### src/rtl/pwm_ramp_sequencer.sv
// PWM compare-register ramp engine: steps a bus-written value from start to end once per PWM period IRQ.
// Optional build macro PWM_SEQ_TIMEOUT_EN adds a busy-stall timeout and the timeout_error output.
module pwm_ramp_sequencer #(
    parameter int WIDTH = 16
`ifdef PWM_SEQ_TIMEOUT_EN
    , parameter int TIMEOUT_CYCLES = 255
`endif
) (
    input  logic             clk,
    input  logic             rst,
    input  logic             enable,
    input  logic             mode,
    input  logic [23:0]      target_address,
    input  logic [WIDTH-1:0] start_value,
    input  logic [WIDTH-1:0] end_value,
    input  logic [WIDTH-1:0] step,
    input  logic             trigger,
    output logic             bus_request,
    input  logic             bus_grant,
    output logic             peripheralBus_we,
    output logic             peripheralBus_oe,
    input  logic             peripheralBus_busy,
    output logic [23:0]      peripheralBus_address,
    output logic [3:0]       peripheralBus_byteSelect,
    output logic [31:0]      peripheralBus_dataWrite,
    output logic [WIDTH-1:0] current_value,
    output logic             done,
    output logic             overrun
`ifdef PWM_SEQ_TIMEOUT_EN
    , output logic           timeout_error
`endif
);

    typedef enum logic [2:0] {
        ST_IDLE,
        ST_REQUEST,
        ST_WRITE,
        ST_WAIT_TRIGGER,
        ST_DONE
    } state_t;

    state_t           state_reg, state_next;
    logic [WIDTH-1:0] current_value_reg, current_value_next;
    logic             dir_up_reg, dir_up_next;
    logic             pending_reg, pending_next;
    logic             overrun_reg, overrun_next;
    logic             trigger_reg, trigger_q_reg;
    logic             trigger_edge;
    logic             consume;

`ifdef PWM_SEQ_TIMEOUT_EN
    localparam int STALL_W = $clog2(TIMEOUT_CYCLES + 1);
    logic [STALL_W-1:0] stall_count_reg, stall_count_next;
    logic               timeout_error_reg, timeout_error_next;
    logic               start_allowed;
    assign start_allowed = ~timeout_error_reg;
`else
    logic               start_allowed;
    assign start_allowed = 1'b1;
`endif

    // Next-value datapath
    logic             base_up;
    logic [WIDTH-1:0] step_eff;
    logic [WIDTH-1:0] leg_target;
    logic             turn;
    logic             dir_eff;
    logic [WIDTH-1:0] target_eff;
    logic [WIDTH:0]   sum_ext;
    logic [WIDTH:0]   diff_ext;
    logic [WIDTH-1:0] next_value;

    // The rising edge is taken between two registered copies, so a raw IRQ level is never used directly.
    assign trigger_edge = trigger_reg & ~trigger_q_reg;

    always_comb begin
        base_up    = (end_value >= start_value);
        step_eff   = (step == '0) ? WIDTH'(1) : step;
        // Current leg heads to end_value while dir matches the base direction, else back to start_value.
        leg_target = (dir_up_reg == base_up) ? end_value : start_value;
        turn       = mode & (current_value_reg == leg_target);
        dir_eff    = turn ? ~dir_up_reg : dir_up_reg;
        target_eff = (dir_eff == base_up) ? end_value : start_value;
        sum_ext    = {1'b0, current_value_reg} + {1'b0, step_eff};
        diff_ext   = {1'b0, current_value_reg} - {1'b0, step_eff};
        next_value = current_value_reg;
        if (dir_eff) begin
            next_value = (sum_ext > {1'b0, target_eff}) ? target_eff : sum_ext[WIDTH-1:0];
        end else begin
            next_value = (diff_ext[WIDTH] || (diff_ext[WIDTH-1:0] < target_eff))
                         ? target_eff : diff_ext[WIDTH-1:0];
        end
    end

    always_comb begin
        state_next         = state_reg;
        current_value_next = current_value_reg;
        dir_up_next        = dir_up_reg;
        pending_next       = pending_reg;
        overrun_next       = overrun_reg;
        consume            = 1'b0;
`ifdef PWM_SEQ_TIMEOUT_EN
        stall_count_next   = stall_count_reg;
        timeout_error_next = timeout_error_reg;
`endif
        case (state_reg)
            ST_IDLE: begin
                pending_next = 1'b0;
                overrun_next = 1'b0;
`ifdef PWM_SEQ_TIMEOUT_EN
                if (!enable) begin
                    timeout_error_next = 1'b0;
                end
`endif
                if (enable && start_allowed) begin
                    current_value_next = start_value;
                    dir_up_next        = base_up;
                    state_next         = ST_REQUEST;
                end
            end
            ST_REQUEST: begin
                if (!enable) begin
                    state_next = ST_IDLE;
                end else if (bus_grant) begin
                    state_next = ST_WRITE;
`ifdef PWM_SEQ_TIMEOUT_EN
                    stall_count_next = '0;
`endif
                end
            end
            ST_WRITE: begin
                if (!peripheralBus_busy) begin
                    if (!mode && (current_value_reg == end_value)) begin
                        state_next = ST_DONE;
                    end else if (!enable) begin
                        state_next = ST_IDLE;
                    end else begin
                        state_next = ST_WAIT_TRIGGER;
                    end
                end
`ifdef PWM_SEQ_TIMEOUT_EN
                else if (stall_count_reg == STALL_W'(TIMEOUT_CYCLES - 1)) begin
                    // Abandon the write; IDLE holds off restart until enable is cycled.
                    timeout_error_next = 1'b1;
                    state_next         = ST_IDLE;
                end else begin
                    stall_count_next = stall_count_reg + 1'b1;
                end
`endif
            end
            ST_WAIT_TRIGGER: begin
                if (!enable) begin
                    state_next = ST_IDLE;
                end else if (pending_reg) begin
                    consume            = 1'b1;
                    pending_next       = 1'b0;
                    current_value_next = next_value;
                    dir_up_next        = dir_eff;
                    state_next         = ST_REQUEST;
                end
            end
            ST_DONE: begin
                if (!enable) begin
                    state_next = ST_IDLE;
                end
            end
            default: state_next = ST_IDLE;
        endcase

        // A second edge before the first is consumed is dropped and flagged.
        if (trigger_edge && (state_reg != ST_IDLE)) begin
            if (pending_reg && !consume) begin
                overrun_next = 1'b1;
            end else begin
                pending_next = 1'b1;
            end
        end
    end

    always_ff @(posedge clk) begin
        if (rst) begin
            state_reg         <= ST_IDLE;
            current_value_reg <= '0;
            dir_up_reg        <= 1'b0;
            pending_reg       <= 1'b0;
            overrun_reg       <= 1'b0;
            trigger_reg       <= 1'b0;
            trigger_q_reg     <= 1'b0;
`ifdef PWM_SEQ_TIMEOUT_EN
            stall_count_reg   <= '0;
            timeout_error_reg <= 1'b0;
`endif
        end else begin
            state_reg         <= state_next;
            current_value_reg <= current_value_next;
            dir_up_reg        <= dir_up_next;
            pending_reg       <= pending_next;
            overrun_reg       <= overrun_next;
            trigger_reg       <= trigger;
            trigger_q_reg     <= trigger_reg;
`ifdef PWM_SEQ_TIMEOUT_EN
            stall_count_reg   <= stall_count_next;
            timeout_error_reg <= timeout_error_next;
`endif
        end
    end

    logic [31:0] data_ext;
    genvar gi;
    generate
        for (gi = 0; gi < 32; gi++) begin : g_data_ext
            if (gi < WIDTH) begin : g_bit
                assign data_ext[gi] = current_value_reg[gi];
            end else begin : g_zero
                assign data_ext[gi] = 1'b0;
            end
        end
    endgenerate

    logic writing;
    assign writing = (state_reg == ST_WRITE);

    assign bus_request              = (state_reg == ST_REQUEST) || writing;
    assign peripheralBus_we         = writing;
    assign peripheralBus_oe         = 1'b0;
    assign peripheralBus_address    = writing ? target_address : 24'h0;
    assign peripheralBus_byteSelect = writing ? 4'b0011 : 4'b0000;
    assign peripheralBus_dataWrite  = writing ? data_ext : 32'h0;
    assign current_value            = current_value_reg;
    assign done                     = (state_reg == ST_DONE);
    assign overrun                  = overrun_reg;
`ifdef PWM_SEQ_TIMEOUT_EN
    assign timeout_error            = timeout_error_reg;
`endif

endmodule

### config.mk
export PLATFORM = sky130hd
export DESIGN_NAME = pwm_ramp_sequencer
export DESIGN_NICKNAME = d
export VERILOG_FILES = /design/src/rtl/pwm_ramp_sequencer.sv
export SDC_FILE = /design/constraint.sdc
export NUM_CORES = 1
export LEC_CHECK = 0
export CAP_MARGIN = 10
export CORE_UTILIZATION = 34
export DETAILED_ROUTE_END_ITERATION = 8
export GPL_ROUTABILITY_DRIVEN = 1
export GPL_TIMING_DRIVEN = 0
export SYNTH_ARGS = -nofsm -noshare
export SYNTH_HDL_FRONTEND = slang
export SYNTH_SLANG_ARGS = --single-unit
### constraint.sdc
create_clock -name clk -period 6.71 [get_ports clk]
set_input_delay 0.671 -clock clk [delete_from_list [all_inputs] [get_ports clk]]
set_output_delay 0.671 -clock clk [all_outputs]
set_load 0.01 [all_outputs]
# After elaboration in Yosys (flattened, before gate mapping)
# Index checks and enable logic that the tools add are counted.
[totals]
reg_bits = 24
wordCells = 82
in_bits = 79
[op_classes]
n_reduce_logical = 13
magnitude_cmp = 3
n_bitwise = 4
n_addsub = 2
n_eq_ne = 15
muxes = 38
[op_table]
columns = ["op", "n"]
rows = [
  ["16-bit two-way mux", 10],
  ["16-bit == test", 2],
  ["16-bit case mux with 2 select lines", 1],
  ["24-bit two-way mux", 1],
  ["3-bit two-way mux", 8],
  ["16-bit by 16-bit adder with 17-bit output", 1],
  ["17-bit by 16-bit > comparator with 1-bit output", 1],
  ["16-bit by 16-bit subtractor with 17-bit output", 1],
  ["16-bit greater-or-equal comparator", 1],
  ["16-bit logical NOT", 1],
  ["16-bit < comparator", 1],
  ["3-bit case mux with 5 select lines", 1],
  ["1-bit two-way mux", 13],
  ["2-bit != test (second input constant)", 5],
  ["3-bit by 2-bit == test with 1-bit output (second input constant)", 2],
  ["3-bit != test (second input constant)", 2],
  ["5-bit AND reduction", 1],
  ["2-bit two-way mux", 2],
  ["1-bit case mux with 2 select lines", 2],
  ["4-bit AND reduction", 1],
  ["3-bit by 1-bit == test with 1-bit output (second input constant)", 1],
  ["3-bit == test (second input constant)", 1],
  ["1-bit logical AND", 3],
  ["3-bit logical NOT", 1],
  ["7 further kinds", 12],
]

# Depth between registers and ports, before layout
# Gate-level depths: netlist (run 1).
[depth]
depth_word = 15
ltp_mapped = 30
ltp_nobuf = 26

# Least setup slack after synthesis (run 1)
# No wires, ideal clock.
[synth_path]
path_kind = "input to register"
start = "input start_value[2]"
end = "register current_value_reg[10], in the netlist current_value[10]"
stages = 29
setup_slack_ns = 0.396
setup_ns = 0.086
arrival_time_ns = 6.227
path_cell_list = "clkbuf_1 -> inv_1 -> ha_1 -> o21a_1 -> o211ai_4 -> o41a_1 -> nand3_2 -> buf_6 -> mux2i_1 -> o311a_2 -> a21oi_2 -> nor2_4 -> buf_2 -> mux2i_1 -> ha_1 -> a21o_1 -> a21o_1 -> a21o_1 -> a21o_1 -> a21oi_1 -> nor2b_1 -> o21ai_0 -> nand2b_1 -> a2111oi_4 -> or2_2 -> a21oi_2 -> buf_2 -> or3_1 -> a221oi_2"
[synth_via]
elab_chain_len = 15
elab_cells_between_ends = 17
[synth_lines]
columns = ["element", "line_no", "text"]
rows = [
  ["start: declaration", "14", "input logic [WIDTH-1:0] start_value,"],
  ["16-bit greater-or-equal comparator", "77", "base_up = (end_value >= start_value);"],
  ["1-bit == test", "80", "leg_target = (dir_up_reg == base_up) ? end_value : start_value;"],
  ["16-bit two-way mux", "80", ""],
  ["16-bit == test", "81", "turn = mode & (current_value_reg == leg_target);"],
  ["1-bit AND", "81", ""],
  ["1-bit two-way mux", "82", "dir_eff = turn ? ~dir_up_reg : dir_up_reg;"],
  ["1-bit == test", "83", "target_eff = (dir_eff == base_up) ? end_value : start_value;"],
  ["16-bit two-way mux", "83", ""],
  ["16-bit < comparator", "90", "next_value = (diff_ext[WIDTH] || (diff_ext[WIDTH-1:0] < target_eff))"],
  ["1-bit logical OR", "90", ""],
  ["16-bit two-way mux", "91", "? target_eff : diff_ext[WIDTH-1:0];"],
  ["16-bit two-way mux (*)", "87", "if (dir_eff) begin"],
  ["16-bit two-way mux (*)", "154", "end else if (pending_reg) begin"],
  ["16-bit two-way mux (*)", "152", "if (!enable) begin"],
  ["16-bit case mux with 2 select lines (*)", "106", "case (state_reg)"],
  ["end signal: assignment", "195", "current_value_reg <= current_value_next;"],
  ["end: declaration", "43", "logic [WIDTH-1:0] current_value_reg, current_value_next;"],
]
# Mark *: on every way between the ends. The rest lies on a longest branch, timed or not. The select of a mux whose other input is x is not followed.
# A chain may end at the register's enable or synchronous reset.

# Worst setup path after layout (run 1)
[layout_path]
start = "input start_value[6]"
end = "register current_value_reg[8], in the netlist current_value[8]"
# The elaborated chain is that of the path after synthesis.

==> results of run 1 <==
[power by group through the flow]
stage	Sequential, mW	Combinational (mW)	Clock [mW]
after global routing	0.194	1.11	0.138
after CTS	0.192	0.952	0.133
after global placement	0.195	0.893	0
after detailed placement	0.195	0.897	0
final	0.192	1.03	0.132
after floorplan	0.182	0.619	0
[cell usage after synthesis, types with 20 or more instances]
cell type,number,area [um^2]
clkbuf_1,48,180.2
nor2b_1,21,131.4
xnor2_1,35,306.5
buf_4,21,157.7
nor3_1,39,195.2
nor2_1,58,217.7
and2_1,40,250.2
inv_1,61,229.0
a21oi_1,31,155.2
dfxtp_1,24,480.5
o21ai_0,33,165.2
nand2_1,60,225.2
or3_1,20,125.1
nand3_1,34,170.2
ha_1,75,938.4
[repair_timing]
action                                  in CTS  in global routing
pin swaps                                   17                 18
gates resized for setup                     64                 82
endpoints found under the setup margin      16                 16
endpoints found under the hold margin        0                  0
hold buffers                                 0                  0
gates cloned                                 0                  0
setup buffers                               17                 15
[worst max path at each step]
stage,start,endpoint,slack (ns),cells past startpoint
floorplan,start_value[2],current_value[10],0.40,29
global placement,start_value[2],current_value[10],-1.97,29
detailed placement,start_value[2],current_value[10],-2.01,28
CTS,end_value[0],current_value[9],0.01,31
global route,start_value[6],current_value[6],-0.02,30
finish,start_value[6],current_value[8],0.09,30
[cell type report]
type,count,area (um^2),share of cell area
multi-input cells,754,5918,0.6534
repair buffers,170,1588,0.1753
flip-flops and latches,24,480.5,0.05305
plain buffers,82,470.5,0.05194
well taps,234,292.8,0.03232
inverters,62,232.7,0.02569
clock buffers,3,75.07,0.008288
[cells by family after synthesis]
family | synth area share
multiplexers | 0.02942
adder cells (fa/ha/maj) | 0.1494
buffers and inverters | 0.1018
XOR/XNOR | 0.06017
other | 0.0005725
AO/OA/AOI/OAI | 0.2911
flip-flops | 0.07335
AND/OR/NAND/NOR | 0.2942
[layer usage]
metal / up-vias / global-route usage / routed length, um
li1: 3674 / - / -
met1: 3576 / 0.3399 / 11720
met2: 299 / 0.4263 / 11990
met3: 56 / 0.02174 / 1594
met4: 0 / 0.09954 / 911
met5: - / 0 / 0
[critical path: cells and delay by family]
kind | cells | cell delay, ns
compound gates | 16 | 2.97
fa+ha+maj | 2 | 0.58
buf+inv | 6 | 1.20
mux | 1 | 0.30
simple gates | 5 | 0.99
==> summary.md, run 1 <==
| Metric | Value |
|---|---|
| Outcome | `finished, final reports clean` |
| Clk_skew | `approximately 0.0017 ns` |
| R2R setup slack | `0.25 ns` |
| Hold WC Path Type | `reg -> reg` |
| Port bufs | `between 100 and 150` |
| FMAX | `around 0.15 GHz` |
| Critical path type | `in -> reg` |
| Initial Util | `0.3490` |
| Min-Delay Path Depth | `1` |
| WHS Endpoint | `trigger_q_reg` |
| Max-Cap Viols | `0` |
| Clk_lat worst skew | `between 0.2 and 0.3 ns` |
| Synthesized area per cell | `between 7 and 8 um^2` |
| Util after Layout | `0.4826` |
| R2R depth | `25` |
| Clock power share | `0.098` |
| Nets | `around 1,300` |
| Synthesized flop and latch total | `24` |
| Tcrit/Tclk final | `0.9866` |
| Total Routing Usage GR | `0.2554` |
| Max IR drop VDD | `slightly below 80 uV` |
| Switching pwr | `~0.67 mW` |
| Minimum clock period | `approximately 6.6 ns` |
| Fin. Hold Viols | `0` |
| Total Wirelength | `26,220 um` |
| Ys flop type | `dfxtp_1` |
| Capturing point of the worst reg2reg path | `current_value[8]` |
| Wire length per cell | `~20 um` |
| WP data required | `between 6 and 7 ns` |
| Register share of total power | `0.142` |
| Fraction of layout cells with a size suffix above 1 | `0.1562` |
| Final instance area | `about 0.009 mm^2` |
| Max FFs per register | `16` |
| Fin Hold WS | `roughly 0.46 ns` |
| Root buffer cell | `clkbuf_16` |
| DR DRC count | `0` |
| Die Area | `approximately 0.020 mm^2` |
| Placed insts | `roughly 1,300` |
| Drt pass-1 iters | `6` |
| Reg-to-reg startpoint | `current_value[1]` |
| Endpoint class of the critical path | `flop` |
| Row count | `50` |
| Slew @ Worst Pin | `roughly 0.94 ns` |
| Worst min-delay path startpoint | `trigger_reg` |
| Vias per cell | `5.722` |
| Clock transition at path regs | `0.06 ns` |
| Crit-path most repeated cell | `a21o_1` |
| CP arrival | `just under 7 ns` |
| Fin. max-slew vios | `0` |
| Switch share | `0.4982` |
| IO Pins | `160` |
| EDFF count, synth | `0` |
| Htree depth | `1` |
| Setup Viol. Count Final | `0` |
| Routed via count | `7,605` |
| Async SR Flop Fraction | `0` |
| Iteration-0 DRC count of the detailed router | `~600` |
| Post-Layout Cell Count | `around 1,300` |
| Max incr delay on CP | `~0.38 ns` |
| Int Power | `around 0.68 mW` |
| Max-Slew Margin vs Limit | `0.3714` |
| CTS buffer count | `3` |
| Startpoint types | `input pin` |
| Post-synth design cell area | `0.006550 mm^2` |
| GPL Wtd Cong | `approximately 1` |
| Setup_tns | `0 ns` |
| Placed inst area | `roughly 0.0083 mm^2` |
| Clock sinks | `24` |
| Logic gate share of total power | `0.760` |
| Commonest cells after routing, fill and taps aside | `109 x clkdlybuf4s50_1, 68 x ha_1, 59 x nand2_1` |
| First-pass GRT wire length | `roughly 40,000 um` |
| Filler instances | `roughly 1,900` |
| Synthesized instance count | `906` |
| Core ar. | `0.01877 mm^2` |
| Post-synth cell types | `roughly 90` |
| Seq/Total Area, Yosys | `0.07335` |
| Die width | `140.8 um` |
| Dpl ws | `-2.013 ns` |
| Die Y | `between 100 and 150 um` |
| Pwr/cell area | `149.2 mW/mm^2` |
| YS warnings | `0` |
| CP Max Fanout | `10` |
| CTS Buffer Depth | `2` |
| Commonest non-fill, non-tap cell in the layout | `clkdlybuf4s50_1` |
| CTS tree | `built` |
| HPWL after DPL | `21,200 um` |
| Detail Route Antenna Nets | `0` |
| Gr ovfl total | `0` |
| P_leak | `3.829 nW` |
| Largest net degree at the start of global routing | `18` |
| Vias in the first global route | `7,076` |
| Synth-to-layout area growth | `38.28%` |
| Fin worst setup slack | `roughly 0.09 ns` |
| Slowest cell on the critical path | `a2111oi_4` |
| Tot Pwr | `1.351 mW` |
| Number of antenna violations at the first check in global routing | `0` |
| Ant diodes | `0` |
Note: power is estimated with default switching activity, not from simulation.
==> run 2, diff against run 1 <==
--- a/config.mk
+++ b/config.mk
@@ -10,6 +10,7 @@
 export DETAILED_ROUTE_END_ITERATION = 8
 export GPL_ROUTABILITY_DRIVEN = 1
 export GPL_TIMING_DRIVEN = 0
+export SLEW_MARGIN = 20
 export SYNTH_ARGS = -nofsm -noshare
 export SYNTH_HDL_FRONTEND = slang
 export SYNTH_SLANG_ARGS = --single-unit
==> results of run 2 <==
Same layout as run 1: the final DEF is identical, and so are final timing and power.
==> run 3, diff against run 2 <==
==> constraint.sdc (replaced) <==
create_clock -name clk -period 5.5 [get_ports clk]
set_input_delay 0.55 -clock clk [delete_from_list [all_inputs] [get_ports clk]]
set_output_delay 0.55 -clock clk [all_outputs]
set_load 0.01 [all_outputs]
==> summary.md, run 3 (synthesis gave the netlist of run 1 again) <==
| Metric | Value |
|---|---|
| Pwr/cell area | `about 180 mW/mm^2` |
| Max incr delay on CP | `roughly 0.36 ns` |
| Register share of total power | `0.133` |
| Tcrit/Tclk final | `1.097` |
| CP arrival | `approximately 6.2 ns` |
| Max IR drop VDD | `about 110 uV` |
| Largest net degree at the start of global routing | `18` |
| DR DRC count | `0` |
| Wire length per cell | `between 20 and 25 um` |
| Clock transition at path regs | `approximately 0.07 ns` |
| Max-Slew Margin vs Limit | `0.4730` |
| CTS tree | `built` |
| FMAX | `roughly 0.17 GHz` |
| Routed via count | `around 8,000` |
| Max FFs per register | `16` |
| Commonest non-fill, non-tap cell in the layout | `clkdlybuf4s50_1` |
| Switching pwr | `just under 0.9 mW` |
| Fin. Hold Viols | `0` |
| Fraction of layout cells with a size suffix above 1 | `0.2386` |
| Htree depth | `1` |
| Busiest layer in global routing | `met2` |
| Drt pass-1 iters | `7` |
| Synth-to-layout area growth | `48.14%` |
| Commonest cells after routing, fill and taps aside | `105 x clkdlybuf4s50_1, 77 x buf_4, 59 x nand2_1` |
| Die Area | `between 0.015 and 0.02 mm^2` |
| Slowest cell on the critical path | `or3_4` |
| Endpoint class of the critical path | `flop` |
| CTS Buffer Depth | `2` |
| Port bufs | `138` |
| GPL Wtd Cong | `0.9917` |
| Die Y | `around 140 um` |
| Int Power | `between 0.8 and 0.9 mW` |
| Gr ovfl total | `0` |
| Slew @ Worst Pin | `around 0.79 ns` |
| R2R setup slack | `-0.38 ns` |
| Met2 Use GR | `0.4499` |
| Logic gate share of total power | `0.772` |
| First-pass GRT wire length | `about 42,000 um` |
| Met3 GRT Util | `0.02344` |
| # hold bufs at CTS | `0` |
| Fin worst setup slack | `-0.5350 ns` |
| CP Max Fanout | `10` |
| Vias in the first global route | `around 7,300` |
| Core ar. | `about 0.019 mm^2` |
| Vias per cell | `between 5 and 6` |
| Switch share | `0.4947` |
| Row count | `50` |
| Fin. max-slew vios | `0` |
| Iteration-0 DRC count of the detailed router | `approximately 750` |
| WP data required | `roughly 5.7 ns` |
| Clk_lat worst skew | `around 0.27 ns` |
| Startpoint types | `input pin` |
| Clock power share | `0.095` |
| Die width | `140.8 um` |
| Minimum clock period | `roughly 6 ns` |
| Placed inst area | `0.008466 mm^2` |
| Outcome | `finished with violations` |
| Min-Delay Path Depth | `1` |
| Nets | `approximately 1,300` |
| Crit-path most repeated cell | `a21o_1` |
| Util after Layout | `0.5170` |
| Final instance area | `slightly below 0.01 mm^2` |
| Detail Route Antenna Nets | `0` |
| Critical path type | `in -> reg` |
| Failing checks | `setup timing` |
| IO Pins | `between 150 and 200` |
| Total Routing Usage GR | `0.2688` |
| Initial Util | `0.3490` |
| Root buffer cell | `clkbuf_16` |
| R2R depth | `25` |
| Clock sinks | `24` |
| Number of antenna violations at the first check in global routing | `0` |
| Hold WC Path Type | `reg -> reg` |
| Setup_tns | `-6.853 ns` |
| Setup Viol. Count Final | `16` |
| Unrepaired setup endpoints after global routing | `yes` |
| HPWL after DPL | `21,280 um` |
| Met1 Use GR | `0.3531` |
| Fin Hold WS | `0.4661 ns` |
| P_leak | `between 3 and 4 nW` |
| Total Wirelength | `approximately 28,000 um` |
| Tot Pwr | `around 1.8 mW` |
| Clk_skew | `between 0.004 and 0.005 ns` |
| Max-Cap Viols | `0` |
| CTS buffer count | `3` |
## run 3: worst paths after layout
path                    start                to
max reg2reg  current_value[1]  current_value[7]
min               trigger_reg     trigger_q_reg
max            start_value[6]  current_value[7]
min reg2reg       trigger_reg     trigger_q_reg
## run 3: timing repair
action / 4_1_cts / 5_1_grt
endpoints found under the setup margin: 16 / 16
buffers inserted: 48 / 12
pin swaps: 41 / 42
gates resized for setup: 223 / 75
endpoints found under the hold margin: 0 / 0
cloned: 1 / 1
## run 3: area by class of cell
cell class                 count  area (um^2)
timing repair buffer         198         1828
buffer                        82        523.0
sequential                    24        481.7
fill                        1824         9065
clock buffer                   3        75.07
tap                          234        292.8
multi-input combinational    754         6250
inverter                      62        250.2
antenna                        1        2.502
## run 3: layer usage
layer / vias up / wire length (um)
met1: 3663 / 11890
li1: 3737 / -
met5: - / 0
met2: 361 / 12850
met4: 0 / 1147
met3: 74 / 1832
## run 3: worst max-delay path, delay by kind of cell
kind | cells | cell delay [ns]
AND/OR/NAND/NOR | 8 | 1.46
adder cells (fa/ha/maj) | 2 | 0.51
buffers and inverters | 7 | 1.23
multiplexers | 1 | 0.32
AO/OA/AOI/OAI | 12 | 2.09
## run 3: power groups by stage
stage	logic [mW]	registers, mW	clock network (mW)
finish	1.37	0.236	0.168
global route	1.48	0.238	0.172
CTS	1.28	0.234	0.164
detailed placement	1.12	0.238	0
global placement	1.12	0.238	0
floorplan	0.779	0.223	0
## run 3: metrics by stage
stage / setup slack [ns] / instances
6_report: -0.5350 / 1358
5_1_grt: -0.6514 / 1357
4_1_cts: -0.4034 / 1346
3_5_place_dp: -2.249 / 1296
3_3_place_gp: -2.284 / 1296
2_1_floorplan: -0.2381 / 924
